### src/rtl/serial_cmp_pkg.sv
// ---------------------------------------------------------------------------
// serial_cmp_pkg
// Shared definitions for the bit-serial magnitude comparator.
//   state_t        : controller states (2-bit encoding)
//   DEFAULT_WIDTH  : default operand width
//   RES_*          : compact result encoding, handy for debug probes
//   encode_result  : folds the gt/lt/eq flags into one RES_* code
// ---------------------------------------------------------------------------
package serial_cmp_pkg;

  typedef enum logic [1:0] {
    IDLE  = 2'd0,
    SHIFT = 2'd1,
    DONE  = 2'd2
  } state_t;

  localparam int DEFAULT_WIDTH = 8;

  localparam logic [1:0] RES_NONE = 2'd0;
  localparam logic [1:0] RES_GT   = 2'd1;
  localparam logic [1:0] RES_LT   = 2'd2;
  localparam logic [1:0] RES_EQ   = 2'd3;

  function automatic logic [1:0] encode_result(input logic gt, input logic lt, input logic eq);
    logic [1:0] res;
    res = RES_NONE;
    if (gt)      res = RES_GT;
    else if (lt) res = RES_LT;
    else if (eq) res = RES_EQ;
    return res;
  endfunction

endpackage

### src/rtl/comparator_1bit.sv
// ---------------------------------------------------------------------------
// comparator_1bit
// Single-bit unsigned comparator cell (purely combinational).
//   a, b : input bits
//   g    : a > b
//   l    : a < b
//   e    : a == b
// Exactly one of g/l/e is high for any input.
// ---------------------------------------------------------------------------
module comparator_1bit (
  input  logic a,
  input  logic b,
  output logic g,
  output logic l,
  output logic e
);

  assign g = a & ~b;
  assign l = ~a & b;
  assign e = ~(a ^ b);

endmodule

### src/rtl/serial_magnitude_comparator.sv
// ---------------------------------------------------------------------------
// serial_magnitude_comparator
// Bit-serial unsigned magnitude comparator. Operands are captured on an
// accepted start and fed MSB-first into a 1-bit comparator cell, one bit per
// clock, stopping at the first differing bit.
//   clk       : clock, rising edge
//   rst       : asynchronous active-high reset
//   start     : compare request, only honoured in IDLE
//   a_in,b_in : operands, sampled on the accepted start
//   busy      : high while bits are being examined
//   done      : one-cycle pulse, results valid in the same cycle
//   gt/lt/eq  : registered result, held until the next compare completes
//   bits_used : bit positions examined by the last compare (1..WIDTH)
// ---------------------------------------------------------------------------
module serial_magnitude_comparator
  import serial_cmp_pkg::*;
#(
  parameter int WIDTH = DEFAULT_WIDTH,
  parameter int CNT_W = $clog2(WIDTH + 1)
) (
  input  logic             clk,
  input  logic             rst,
  input  logic             start,
  input  logic [WIDTH-1:0] a_in,
  input  logic [WIDTH-1:0] b_in,
  output logic             busy,
  output logic             done,
  output logic             gt,
  output logic             lt,
  output logic             eq,
  output logic [CNT_W-1:0] bits_used
);

  state_t             state_q, state_d;
  logic [WIDTH-1:0]   a_sh_q, a_sh_d;
  logic [WIDTH-1:0]   b_sh_q, b_sh_d;
  logic [CNT_W-1:0]   cnt_q, cnt_d;
  logic [CNT_W-1:0]   examined_q, examined_d;
  logic               gt_q, gt_d;
  logic               lt_q, lt_d;
  logic               eq_q, eq_d;
  logic [CNT_W-1:0]   bits_used_q, bits_used_d;

  logic cell_g, cell_l, cell_e;

  comparator_1bit u_cell (
    .a (a_sh_q[WIDTH-1]),
    .b (b_sh_q[WIDTH-1]),
    .g (cell_g),
    .l (cell_l),
    .e (cell_e)
  );

  always_ff @(posedge clk or posedge rst) begin
    if (rst) begin
      state_q     <= IDLE;
      a_sh_q      <= '0;
      b_sh_q      <= '0;
      cnt_q       <= '0;
      examined_q  <= '0;
      gt_q        <= 1'b0;
      lt_q        <= 1'b0;
      eq_q        <= 1'b0;
      bits_used_q <= '0;
    end else begin
      state_q     <= state_d;
      a_sh_q      <= a_sh_d;
      b_sh_q      <= b_sh_d;
      cnt_q       <= cnt_d;
      examined_q  <= examined_d;
      gt_q        <= gt_d;
      lt_q        <= lt_d;
      eq_q        <= eq_d;
      bits_used_q <= bits_used_d;
    end
  end

  always_comb begin
    state_d     = state_q;
    a_sh_d      = a_sh_q;
    b_sh_d      = b_sh_q;
    cnt_d       = cnt_q;
    examined_d  = examined_q;
    gt_d        = gt_q;
    lt_d        = lt_q;
    eq_d        = eq_q;
    bits_used_d = bits_used_q;

    case (state_q)
      IDLE: begin
        if (start) begin
          a_sh_d     = a_in;
          b_sh_d     = b_in;
          cnt_d      = CNT_W'(WIDTH - 1);
          examined_d = '0;
          state_d    = SHIFT;
        end
      end
      SHIFT: begin
        examined_d = examined_q + 1'b1;
        // A differing bit decides immediately; equal bits only decide once
        // the LSB has been examined. The cell flags are one-hot, so they
        // can be latched directly as the result.
        if (cell_g || cell_l || (cnt_q == '0)) begin
          gt_d        = cell_g;
          lt_d        = cell_l;
          eq_d        = cell_e;
          bits_used_d = examined_q + 1'b1;
          state_d     = DONE;
        end else begin
          a_sh_d = {a_sh_q[WIDTH-2:0], 1'b0};
          b_sh_d = {b_sh_q[WIDTH-2:0], 1'b0};
          cnt_d  = cnt_q - 1'b1;
        end
      end
      DONE: begin
        state_d = IDLE;
      end
      default: begin
        state_d = IDLE;
      end
    endcase
  end

  // Status flags decode straight from the state register, so they are
  // glitch-free and mutually exclusive.
  assign busy      = (state_q == SHIFT);
  assign done      = (state_q == DONE);
  assign gt        = gt_q;
  assign lt        = lt_q;
  assign eq        = eq_q;
  assign bits_used = bits_used_q;

endmodule

### config.mk
export PLATFORM = sky130hd
export DESIGN_NAME = serial_magnitude_comparator
export DESIGN_NICKNAME = d
export VERILOG_FILES = /design/src/rtl/serial_cmp_pkg.sv /design/src/rtl/comparator_1bit.sv /design/src/rtl/serial_magnitude_comparator.sv
export SDC_FILE = /design/constraint.sdc
export NUM_CORES = 1
export LEC_CHECK = 0
export BUFFER_PORTS_ARGS = -buffer_cell sky130_fd_sc_hd__buf_2
export CAP_MARGIN = 15
export CORE_UTILIZATION = 35
export CTS_CLUSTER_DIAMETER = 50
export DETAILED_ROUTE_END_ITERATION = 10
export HOLD_SLACK_MARGIN = 0.06
export PLACE_DENSITY = 0.64
export REMOVE_ABC_BUFFERS = 1
export SLEW_MARGIN = 20
export SYNTH_ARGS = -nofsm -noshare
export SYNTH_HDL_FRONTEND = slang
export SYNTH_HIERARCHICAL = 1
export SYNTH_SLANG_ARGS = --single-unit
### constraint.sdc
create_clock -name clk -period 2.4 [get_ports clk]
set_input_delay 0.24 -clock clk [delete_from_list [all_inputs] [get_ports clk]]
set_output_delay 0.24 -clock clk [all_outputs]
set_load 0.01 [all_outputs]
=== Word-level counts from Yosys, hierarchy flattened ===
Cells that the tools add are included.

* Register bits after elaboration: 33
* Input port bits: 19
* Output and inout port bits: 9
* Word-level logic and storage cells: 45

* Add/sub/neg operators: 2
* Equal/unequal tests: 5
* Muxes and demuxes: 14
* Bitwise gates (word level): 6
* Reduce and logical (&&, ||, !) cells: 9

{| class="wikitable"
|+ Operators by type and width
! operator !! number
|-
| $mux 8 || 4
|-
| $pmux 8 s2 || 2
|-
| $pmux 4 s2 || 2
|-
| $mux 4 || 3
|-
| $reduce_and 2->1 || 3
|-
| $add 4x1->4 const B || 1
|-
| $logic_not 4->1 || 1
|-
| $mux 2 || 2
|-
| $ne 2x2->1 const B || 2
|-
| $pmux 2 s2 || 1
|-
| $sub 4x1->4 const B || 1
|-
| $not 1->1 || 3
|-
| $reduce_and 3->1 || 1
|-
| $and 1x1->1 || 2
|-
| $eq 2x1->1 const B || 1
|-
| $eq 2x2->1 const B || 1
|-
| $logic_not 2->1 || 1
|-
| $logic_or 1x1->1 || 2
|-
| $ne 2x1->1 const B || 1
|-
| $reduce_bool 2->1 || 1
|-
| $xor 1x1->1 || 1
|}

=== Depth between registers and ports, before layout ===
Gate-level depths: netlist of the first run.

* Word-level depth: 6
* Depth in mapped cells: 7
* Gate-level depth less buffers: 6

=== Hierarchy ===
Netlist of the first run, hierarchy kept.

{| class="wikitable"
|+ Modules (own cells, without submodules)
! module !! instances !! cells an instance !! area each (um^2)
|-
| serial_magnitude_comparator || 1 || 116 || 1656.6
|-
| comparator_1bit || 1 || 4 || 32.5
|}

=== Least setup slack after synthesis of the first run ===
Ideal clock, no wire load.

* Path type: reg2reg
* Start point: reg a_sh_q[7]
* End point: reg a_sh_q[3]
* Setup time: 0.125 ns
* Arrival time: 1.684 ns
* Setup slack: 0.591 ns
* Cell stages (with the launch flop): 8
* Clock period less this slack: 1.809 ns
* Path through: dfrtp_1 inv_1 ha_1 nor4b_4 o2bb2ai_4 inv_6 buf_8 mux2_4

* Cells in the longest elaborated chain, start to end: 6

{| class="wikitable"
|+ Ends and longest elaborated chain
! what !! line !! source
|-
| start: declaration || serial_magnitude_comparator.sv:35 || <nowiki>logic [WIDTH-1:0] a_sh_q, a_sh_d;</nowiki>
|-
| start signal: assignment || serial_magnitude_comparator.sv:67 || <nowiki>a_sh_q <= a_sh_d;</nowiki>
|-
| $not 1->1 || comparator_1bit.sv:19 || <nowiki>assign l = ~a & b;</nowiki>
|-
| $and 1x1->1 || comparator_1bit.sv:19 ||
|-
| net cell_l || serial_magnitude_comparator.sv:44 || <nowiki>logic cell_g, cell_l, cell_e;</nowiki>
|-
| $logic_or 1x1->1 (2 in series) || serial_magnitude_comparator.sv:104 || <nowiki>if (cell_g || cell_l || (cnt_q == '0)) begin</nowiki>
|-
| $ne 2x2->1 (no source line) || -- ||
|-
| $reduce_and 3->1 (no source line) || -- ||
|}

The timed path passes the listed nets, and every way through them passes these cells.
A chain may end at the register's enable or synchronous reset.

=== Worst setup path in the final report of the first run ===
* Start point: reg a_sh_q[7]
* End point: reg a_sh_q[2]

The elaborated chain is that of the path after synthesis.

==> qor.yml, run 1 <==
htreeDepth: 2
setup_viol_count_final: 0
fin_crit_sh_pct: 79.5
p_leak_nw: 0.943
synth_xor_area_share_pct: 1.04
fin_skew_ns: 0.00892
dieArea_sq_mm: 0.00511
synth_top_family_by_area: "multiplexers"
relSlewSlack_pct: 72.3
crit_required_ns: 2.58
hold_slack_ns: 0.180
numCtsBuffers: 5
clock_latency_ns: 0.29
syn_inst: 120
criticalPathCategory: "flip-flop to flip-flop"
slew_viol_final: 0
drt_pass1_iterations: 4
setup_ws_ns: 0.492
port-buffer-count: 27
synthMuxAreaShare_pct: 25.6
cts_root_buf: "clkbuf_8"
routedWlPerCell_um: 14.8
antennaDiodeCount: 0
synth_cell_types: 33
synth.yosys.seq_area_share_pct: 48.9
grtUsageTotal_pct: 13.9
core_sq_mm: 0.00450
synthSimpleGateAreaFrac_pct: 8.00
die_h_um: 71.5
ys_ff_latch: 33
drive_gt1_share_pct: 50.0
setup_tns_ns: 0
grt_pass1_wl_mm: 5.28
gp_congestion: 0.729
drt_iter0_markers: 115
synth_flop_cell: "dfrtp_1"
crit_path_end_kind: "flip-flop"
fmax_ghz: 0.524
antenna_found_initial: 0
cp.arrival_ns: 2.09
grt_pass1_vias: 1128
status: "completed"
clk_path_buf_depth: 2
powerDensity_mw_per_mm2: 1430
ys.warnings.count: 6
grt_overflow: 0
ant_nets: 0
rsz0062_at_grt: "false"
avgSynthCellArea_sq_um: 14.1
nets: 176
cts_resized: 0
pre_cts_slack_ns: 0.496
startpoint_type: "flip-flop"
rows: 24
cp_max_fo: 16
drv_cap: 0
hold_viol: 0
crit_slowest_cell: "nor4b_4"
die_w_um: 71.5
syn_area_sq_mm: 0.00169
worstMarginPinSlew_ns: 0.414
cts_tree: "built"
clock_sinks: 33
grt_max_degree: 34
remaining_drc_errors: 0
viasPerCell: 5.17
cts_hold_buffers: 1
synth_edf_count: 0
initial_core_util_pct: 37.5
min_period_ns: 1.91
synth_compound_area_share_pct: 8.81
async_reset_ff_share_pct: 100
cts_setup_buffers: 0
hold_path_class: "input pin to flip-flop"
routed_wl_mm: 3.05
synthAdderAreaFrac_pct: 2.96
syn2layout_area_growth_pct: 17.4
hpwl_mm: 2.13
slowest_delay_ns: 0.41
clkTransAtPathRegs_ns: 0.07
io_pins: 28
num_vias: 1065
path_cells: "inv_1 > ha_1 > nor4b_4 > o2bb2ai_4 > inv_6 > mux2_2"
vdd_drop_max_uv: 442
[worst max-delay path: cells and delay by family (launching register included)]
family	cells	cell delay (ns)
adder cells (fa/ha/maj)	1	0.28
AO/OA/AOI/OAI	1	0.15
AND/OR/NAND/NOR	1	0.41
flip-flops	1	0.37
buffers and inverters	2	0.23
multiplexers	1	0.36
[state kept, by name, summed over array words and instances (netlist names)]
register	cells
lt	1
bits_used	4
gt	1
b_sh_q	8
examined_q	4
eq	1
a_sh_q	8
cnt_q	4
state_q	2
[cells by family after synthesis]
| kind of cell | Yosys count |
|---|---|
| buf+inv | 14 |
| compound gates | 15 |
| xor+xnor | 2 |
| mux | 36 |
| fa+ha+maj | 4 |
| flops | 33 |
| simple gates | 16 |
[synthesized netlist by cell type, drive strengths merged, types with 2 or more instances]
| library cell | instances | area [sq um] |
|---|---|---|
| mux2 | 34 | 413 |
| dfrtp | 33 | 826 |
| inv | 9 | 38.8 |
| a22o | 7 | 61.3 |
| buf | 5 | 40.0 |
| ha | 4 | 50.1 |
| nor3 | 3 | 15.0 |
| nor4b | 3 | 41.3 |
| mux2i | 2 | 20.0 |
| nor2 | 2 | 7.51 |
| nor2b | 2 | 12.5 |
| nor3b | 2 | 31.3 |
| o21ai | 2 | 10.0 |
[report_power, final]
group	switching, W	internal, W
Combinational	0.000571	0.000758
Clock	0.000211	0.000259
Sequential	0.000207	0.000821
Total	0.000989	0.00184
[routing by layer]
layer | share of wire [%] | track usage [%]
met1 | 46 | 16.7
met2 | 47 | 21.4
met3 | 4.0 | 4.92
met4 | 2.6 | 8.50
met5 | 0 | 0
[stage by stage]
step | utilization [%] | total power, W | std cells | instance area (sq um)
2_1_floorplan | - | 0.00205 | 115 | 1650
3_3_place_gp | 41.6 | 0.00233 | 197 | 1870
3_5_place_dp | 41.6 | 0.00237 | 197 | 1870
4_1_cts | 44.0 | 0.00285 | 206 | 1980
5_1_grt | 44.0 | 0.00301 | 206 | 1980
6_report | 44.0 | 0.00283 | 206 | 1980
[cell usage in the layout (no fill, tap or decap), drive strengths merged]
master,synthesis,layout
nor3b,2,2
clkbuf,0,7
xnor2,1,1
inv,9,9
a22oi,1,1
or4b,1,1
nand3,1,1
ha,4,4
nor2,2,2
mux2,34,34
o21a,1,1
o2bb2ai,1,1
o21bai,1,1
a31oi,1,1
buf,5,30
xor2,1,1
dlygate4sd3,0,1
dfrtp,33,33
mux2i,2,2
o31ai,1,1
o21ai,2,2
nand2b,1,1
nor4b,3,3
nor2b,2,2
nor3,3,3
or3,1,1
clkinv,0,1
a22o,7,7
[worst paths after layout]
kind,startpoint,endpoint,slack [ns],cells after the start
setup / recovery,a_sh_q[7],a_sh_q[2],0.49,6
hold / removal,a_in[0],a_sh_q[0],0.18,2
setup reg to reg,a_sh_q[7],a_sh_q[2],0.49,6
hold reg to reg,bits_used[1],bits_used[1],0.51,1
max in group asynchronous,rst,bits_used[1],1.51,4
min in group asynchronous,rst,b_sh_q[5],0.58,4
[layout make-up]
class                      count  area [sq um]
clock buffer                   7          96.3
timing repair buffer          31           168
tap                           52          65.1
sequential                    33           826
multi-input combinational     73           785
inverter                       9          38.8
fill                         437          2520
clock inverter                 1          5.00
No activity file was read; power rests on OpenSTA's default activity.
==> run 2, diff against run 1 <==
ABC_AREA = 1   (was not set)
PLACE_DENSITY = 0.66   (was 0.64)
clock period = 1.74 ns   (was 2.4 ns; I/O delays follow)
==> qor.yml, run 2 <==
routed_wl_mm: 3.25  # was 3.05 mm
final_cell_mix: "nand2_1, dfrtp_1, buf_2, nand3_1, inv_1"  # was dfrtp_1, buf_2, mux2_2, mux2_4
grt_max_degree: 34  # unchanged
crit_slowest_cell: "dfrtp_1"  # was nor4b_4
synth.yosys.seq_area_share_pct: 49.5  # was 48.9%
cts_root_buf: "clkbuf_8"  # unchanged
synth_edf_count: 0  # unchanged
startpoint_type: "flip-flop"  # unchanged
async_reset_ff_share_pct: 100  # unchanged
grt_pass1_wl_mm: 5.61  # was 5.28 mm
slowest_delay_ns: 0.38  # was 0.41 ns
hpwl_mm: 2.23  # was 2.13 mm
grtUsageTotal_pct: 14.2  # was 13.9%
multi_input_comb_area_sq_um: 719  # was 785 sq um
powerDensity_mw_per_mm2: 1860  # was 1430 mW/mm^2
core_sq_mm: 0.00447  # was 0.00450 sq mm
clock_latency_ns: 0.29  # about the same
hold_slack_ns: 0.0891  # was 0.180 ns
antennaDiodeCount: 0  # unchanged
setup_tns_ns: 0  # unchanged
synth_top_area_share_pct: 49.5  # was 48.9%
clkTransAtPathRegs_ns: 0.07  # about the same
drt_pass1_iterations: 4  # unchanged
numCtsBuffers: 5  # unchanged
ant_nets: 0  # unchanged
gp_congestion: 0.733  # was 0.729
die_h_um: 71.0  # was 71.5 um
cts_setup_buffers: 0  # unchanged
syn_inst: 215  # was 120
cts_tree: "built"  # unchanged
drv_cap: 0  # unchanged
rows: 24  # unchanged
yosys-top-cells-area: "dfrtp_1, nand2_1, nand3_1, ha_1, inv_1"  # was dfrtp_1, mux2_2, mux2_4, a22o_1, ha_1
cts_resized: 0  # unchanged
fin_crit_sh_pct: 85.6  # was 79.5%
synth_flop_cell: "dfrtp_1"  # unchanged
remaining_drc_errors: 0  # unchanged
grt_pass1_vias: 1336  # was 1,128
ys.warnings.count: 6  # unchanged
min_period_ns: 1.49  # was 1.91 ns
top_regs: "a_sh_q x8, b_sh_q x8"  # unchanged
p_leak_nw: 1.12  # was 0.943 nW
cp_max_fo: 10  # was 16
synth_cell_types: 20  # was 33
finish.utilization_pct: 43.5  # was 44.0%
crit_required_ns: 1.91  # was 2.58 ns
final_common_cell: "nand2_1"  # was dfrtp_1
syn2layout_area_growth_pct: 16.7  # was 17.4%
status: "completed"  # unchanged
relSlewSlack_pct: 72.2  # was 72.3%
num_vias: 1389  # was 1,065
synth.cells.most_frequent: "nand2_1, dfrtp_1, nand3_1"  # was dfrtp_1, mux2_2, mux2_4
slew_viol_final: 0  # unchanged
drive_gt1_share_pct: 19.0  # was 50.0%
hold_path_class: "input pin to flip-flop"  # unchanged
avgSynthCellArea_sq_um: 7.75  # was 14.1 sq um
clk_path_buf_depth: 2  # unchanged
viasPerCell: 4.63  # was 5.17
ys_ff_latch: 33  # unchanged
yosysMostFrequentCell: "nand2_1"  # was dfrtp_1
drt_iter0_markers: 52  # was 115
io_pins: 28  # unchanged
cp.arrival_ns: 1.66  # was 2.09 ns
cts_hold_buffers: 1  # unchanged
clock_sinks: 33  # unchanged
nets: 270  # was 176
routedWlPerCell_um: 10.8  # was 14.8 um
criticalPathCategory: "flip-flop to flip-flop"  # unchanged
n_fill_cell: 479  # was 437
dieArea_sq_mm: 0.00504  # was 0.00511 sq mm
port-buffer-count: 27  # unchanged
path_cells: "inv_1 > ha_1 > nor2_1 > nand3_4 > buf_4 > nand3_1 > nand2_1"  # was inv_1 > ha_1 > nor4b_4 > o2bb2ai_4 > inv_6 > mux2_2
hold_viol: 0  # unchanged
setup_viol_count_final: 0  # unchanged
fmax_ghz: 0.671  # was 0.524 GHz
htreeDepth: 2  # unchanged
ff_latch_area_sq_um: 826  # unchanged
initial_core_util_pct: 37.2  # was 37.5%
die_w_um: 71.0  # was 71.5 um
syn_area_sq_mm: 0.00167  # was 0.00169 sq mm
grt_overflow: 0  # unchanged
fin_skew_ns: 0.00758  # was 0.00892 ns
synth_largest_area_cell: "dfrtp_1"  # unchanged
antenna_found_initial: 0  # unchanged
worstMarginPinSlew_ns: 0.417  # was 0.414 ns
crit_path_end_kind: "flip-flop"  # unchanged
vdd_drop_max_uv: 621  # was 442 uV
rsz0062_at_grt: "false"  # unchanged
[run 2: cell count changes in the layout (fill, tap and decap cells not counted), sizes merged, moves of 2 or more]
cell and delta:
nor3b -2, inv +6, nor4b -3, mux2i -2, buf +3, mux2 -34
nor2b -2, a22o -7, nand3 +24, nor3 -3, nand2 +112, nor2 +5
o21ai +4, clkbuf -2
[run 2: layer usage]
layer	wire length (um)	GRT usage, %
met4	48	5.33
met5	0	0
met2	1510	23.6
met3	120	4.42
met1	1570	17.5
[run 2: path summary, 6_finish.rpt]
kind / startpoint / to / slack (ns) / depth (start not counted)
worst max-delay path: a_sh_q[7] / b_sh_q[1] / 0.25 / 7
min in group asynchronous: rst / examined_q[0] / 0.52 / 4
worst min-delay path: b_in[0] / b_sh_q[0] / 0.09 / 3
max in group asynchronous: rst / b_sh_q[2] / 0.92 / 4
worst min register to register: gt / gt / 0.47 / 2
worst max register to register: a_sh_q[7] / b_sh_q[1] / 0.25 / 7
[run 2: stage by stage]
step	setup slack, ns	power [W]	cell area (sq um)	std cells
finish	0.251	0.00362	1950	300
global route	0.102	0.00400	1950	300
CTS	0.235	0.00367	1950	300
detailed placement	0.257	0.00310	1850	291
global placement	0.303	0.00305	1850	291
floorplan	0.368	0.00256	1600	206
[run 2: worst max-delay path, delay by kind of cell (launching register included)]
family        cells  cell delay, ns
flops             1            0.38
buf+inv           2            0.25
simple gates      4            0.55
fa+ha+maj         1            0.20
[run 2: power by group]
| group | switching (W) | total (W) | leakage, nW | internal, W |
|---|---|---|---|---|
| clock network | 0.000288 | 0.000564 | 0.0439 | 0.000276 |
| logic | 0.00107 | 0.00170 | 0.662 | 0.000627 |
| registers | 0.000234 | 0.00136 | 0.415 | 0.00113 |
[run 2: cells by family after synthesis]
| group | Yosys count | share of synthesized area [%] |
|---|---|---|
| flops | 33 | 49.5 |
| fa+ha+maj | 4 | 3.00 |
| compound gates | 7 | 2.10 |
| buf+inv | 24 | 7.28 |
| simple gates | 145 | 37.0 |
| xor+xnor | 2 | 1.05 |
[run 2: layout make-up]
class                   instances  area share (%)
well taps                      52            3.34
repair buffers                 34            9.77
flip-flops and latches         33            42.4
clock buffers                   5            3.54
multi-input cells             158            37.0
clock inverters                 3           0.900
inverters                      15            3.02
==> run 3, diff against run 2 <==
GPL_TIMING_DRIVEN = 0   (was not set)
==> qor.yml, run 3 (synthesis results as in run 2) <==
status: "completed"  # unchanged
timing.reg2reg.setup_slack_ns: 0.16  # was 0.25 ns
crit_path_end_kind: "flip-flop"  # unchanged
top_regs: "a_sh_q x8, b_sh_q x8"  # unchanged
hold_viol: 0  # unchanged
cp_max_fo: 22  # was 10
fmax_ghz: 0.632  # was 0.671 GHz
r2r_cells: 7  # unchanged
path_common_cell: "nand2_1"
pre_cts_slack_ns: 0.0972  # was 0.257 ns
syn2layout_area_growth_pct: 13.8  # was 16.7%
clk_path_buf_depth: 2  # unchanged
min_period_ns: 1.58  # was 1.49 ns
htreeDepth: 2  # unchanged
die_h_um: 71.0  # unchanged
cts_setup_buffers: 0  # unchanged
placed_cell_area_sq_mm: 0.00180  # was 0.00185 sq mm
grt_overflow: 0  # unchanged
routedWlPerCell_um: 10.6  # was 10.8 um
r2r_start: "a_sh_q[7]"  # unchanged
worstMarginPinSlew_ns: 0.685  # was 0.417 ns
final_cell_mix: "nand2_1, dfrtp_1, buf_2, nand3_1, inv_1"  # unchanged
hpwl_mm: 2.05  # was 2.23 mm
grt_pass1_vias: 1218  # was 1,336
relSlewSlack_pct: 54.3  # was 72.2%
numCtsBuffers: 5  # unchanged
num_vias: 1372  # was 1,389
powerDensity_mw_per_mm2: 1850  # was 1860 mW/mm^2
slew_viol_final: 0  # unchanged
antennaDiodeCount: 0  # unchanged
remaining_drc_errors: 0  # unchanged
rsz0062_at_grt: "false"  # unchanged
setup_tns_ns: 0  # unchanged
fin_skew_ns: 0.00609  # was 0.00758 ns
cts_root_buf: "clkbuf_8"  # unchanged
stdcell_count: 292  # was 300
p_leak_nw: 1.09  # was 1.12 nW
setup_viol_count_final: 0  # unchanged
drv_cap: 0  # unchanged
crit_required_ns: 1.95  # was 1.91 ns
rows: 24  # unchanged
core_sq_mm: 0.00447  # unchanged
clock_sinks: 33  # unchanged
cp.arrival_ns: 1.79  # was 1.66 ns
antenna_found_initial: 0  # unchanged
setup_ws_ns: 0.159  # was 0.251 ns
clkTransAtPathRegs_ns: 0.07  # about the same
gp_congestion: 0.681  # was 0.733
die_w_um: 71.0  # unchanged
dieArea_sq_mm: 0.00504  # unchanged
startpoint_type: "flip-flop"  # unchanged
finalPower_w: 0.00352  # was 0.00362 W
whs_path_depth: 3  # unchanged
fin_crit_sh_pct: 90.9  # was 85.6%
drt_pass1_iterations: 4  # unchanged
path_cells: "inv_1 > ha_1 > nor2_1 > nand3_4 > nand2_8 > nand2_1 > nand2_1"  # was inv_1 > ha_1 > nor2_1 > nand3_4 > buf_4 > nand3_1 > nand2_1
grt_max_degree: 34  # unchanged
routed_wl_mm: 3.10  # was 3.25 mm
viasPerCell: 4.70  # was 4.63
io_pins: 28  # unchanged
clock_latency_ns: 0.28  # was 0.29 ns
startpoint: "a_sh_q[7]"  # unchanged
stdcell_area_sq_mm: 0.00190  # was 0.00195 sq mm
drt_iter0_markers: 79  # was 52
r2r-end: "a_sh_q[2]"  # was b_sh_q[1]
hold_path_class: "input pin to flip-flop"  # unchanged
initial_core_util_pct: 37.2  # unchanged
criticalPathCategory: "flip-flop to flip-flop"  # unchanged
final_common_cell: "nand2_1"  # unchanged
drive_gt1_share_pct: 16.7  # was 19.0%
ant_nets: 0  # unchanged
grtUsageTotal_pct: 13.5  # was 14.2%
endpoint: "a_sh_q[2]"  # was b_sh_q[1]
vdd_drop_max_uv: 703  # was 621 uV
crit_slowest_cell: "dfrtp_1"  # unchanged
cts_tree: "built"  # unchanged
port-buffer-count: 27  # unchanged
slowest_delay_ns: 0.37  # was 0.38 ns
nets: 264  # was 270
grt_pass1_wl_mm: 5.27  # was 5.61 mm
dp_cells: 285  # was 291
run 3: cell count changes in the layout (fill, tap and decap cells not counted):
| cell | before | now |
|---|---|---|
| clkinvlp_4 | 1 | 0 |
| nand2_4 | 1 | 0 |
| inv_2 | 1 | 2 |
| nand2_8 | 0 | 1 |
| inv_1 | 13 | 12 |
| buf_4 | 6 | 0 |
| clkinv_2 | 2 | 1 |
run 3: worst max-delay path, delay by kind of cell (launching register included):
family        cells  cell delay, ns
fa+ha+maj         1            0.20
simple gates      5            0.89
buf+inv           1            0.06
flops             1            0.37
run 3: per-layer routing:
metal / share of wire [%] / track usage, % / up-vias
li1: - / - / 712
met1: 47 / 16.1 / 632
met2: 47 / 23.1 / 24
met3: 4.4 / 2.71 / 4
met4: 1.5 / 7.11 / 0
met5: 0 / 0 / -
run 3: worst min-delay path by stage:
stage,from,end,slack [ns]
after floorplan,a_in[0],a_sh_q[0],0.29
final,b_in[0],b_sh_q[0],0.1
after detailed placement,rst,a_sh_q[1],0.33
after global placement,a_in[0],a_sh_q[0],0.37
after CTS,a_in[0],a_sh_q[0],0.10
after global routing,a_in[0],a_sh_q[0],0.11
run 3: layout make-up:
type | instances | area (sq um)
fillers | 456 | 2580
repair buffers | 28 | 145
flip-flops and latches | 33 | 826
well taps | 52 | 65.1
clock inverters | 1 | 5.00
inverters | 15 | 58.8
clock buffers | 5 | 68.8
multi-input cells | 158 | 728
run 3: repair_timing:
item | in CTS | in global routing
setup endpoints to repair | 0 | 17
resized for setup | 0 | 1
hold buffers | 1 | 0
endpoints found under the hold margin | 33 | 0
run 3: per-stage QoR:
step                      utilization, %  hold WS [ns]
after CTS                           42.2         0.100
after global placement              40.3         0.375
final                               42.4        0.0984
after detailed placement            40.3         0.331
after floorplan                        -         0.291
after global routing                42.4         0.112
run 3: where the power goes:
part           internal [W]  total, W  switching (W)
clock              0.000263  0.000522       0.000259
combinational      0.000571   0.00163        0.00106
sequential          0.00113   0.00136       0.000231
total               0.00196   0.00352        0.00155
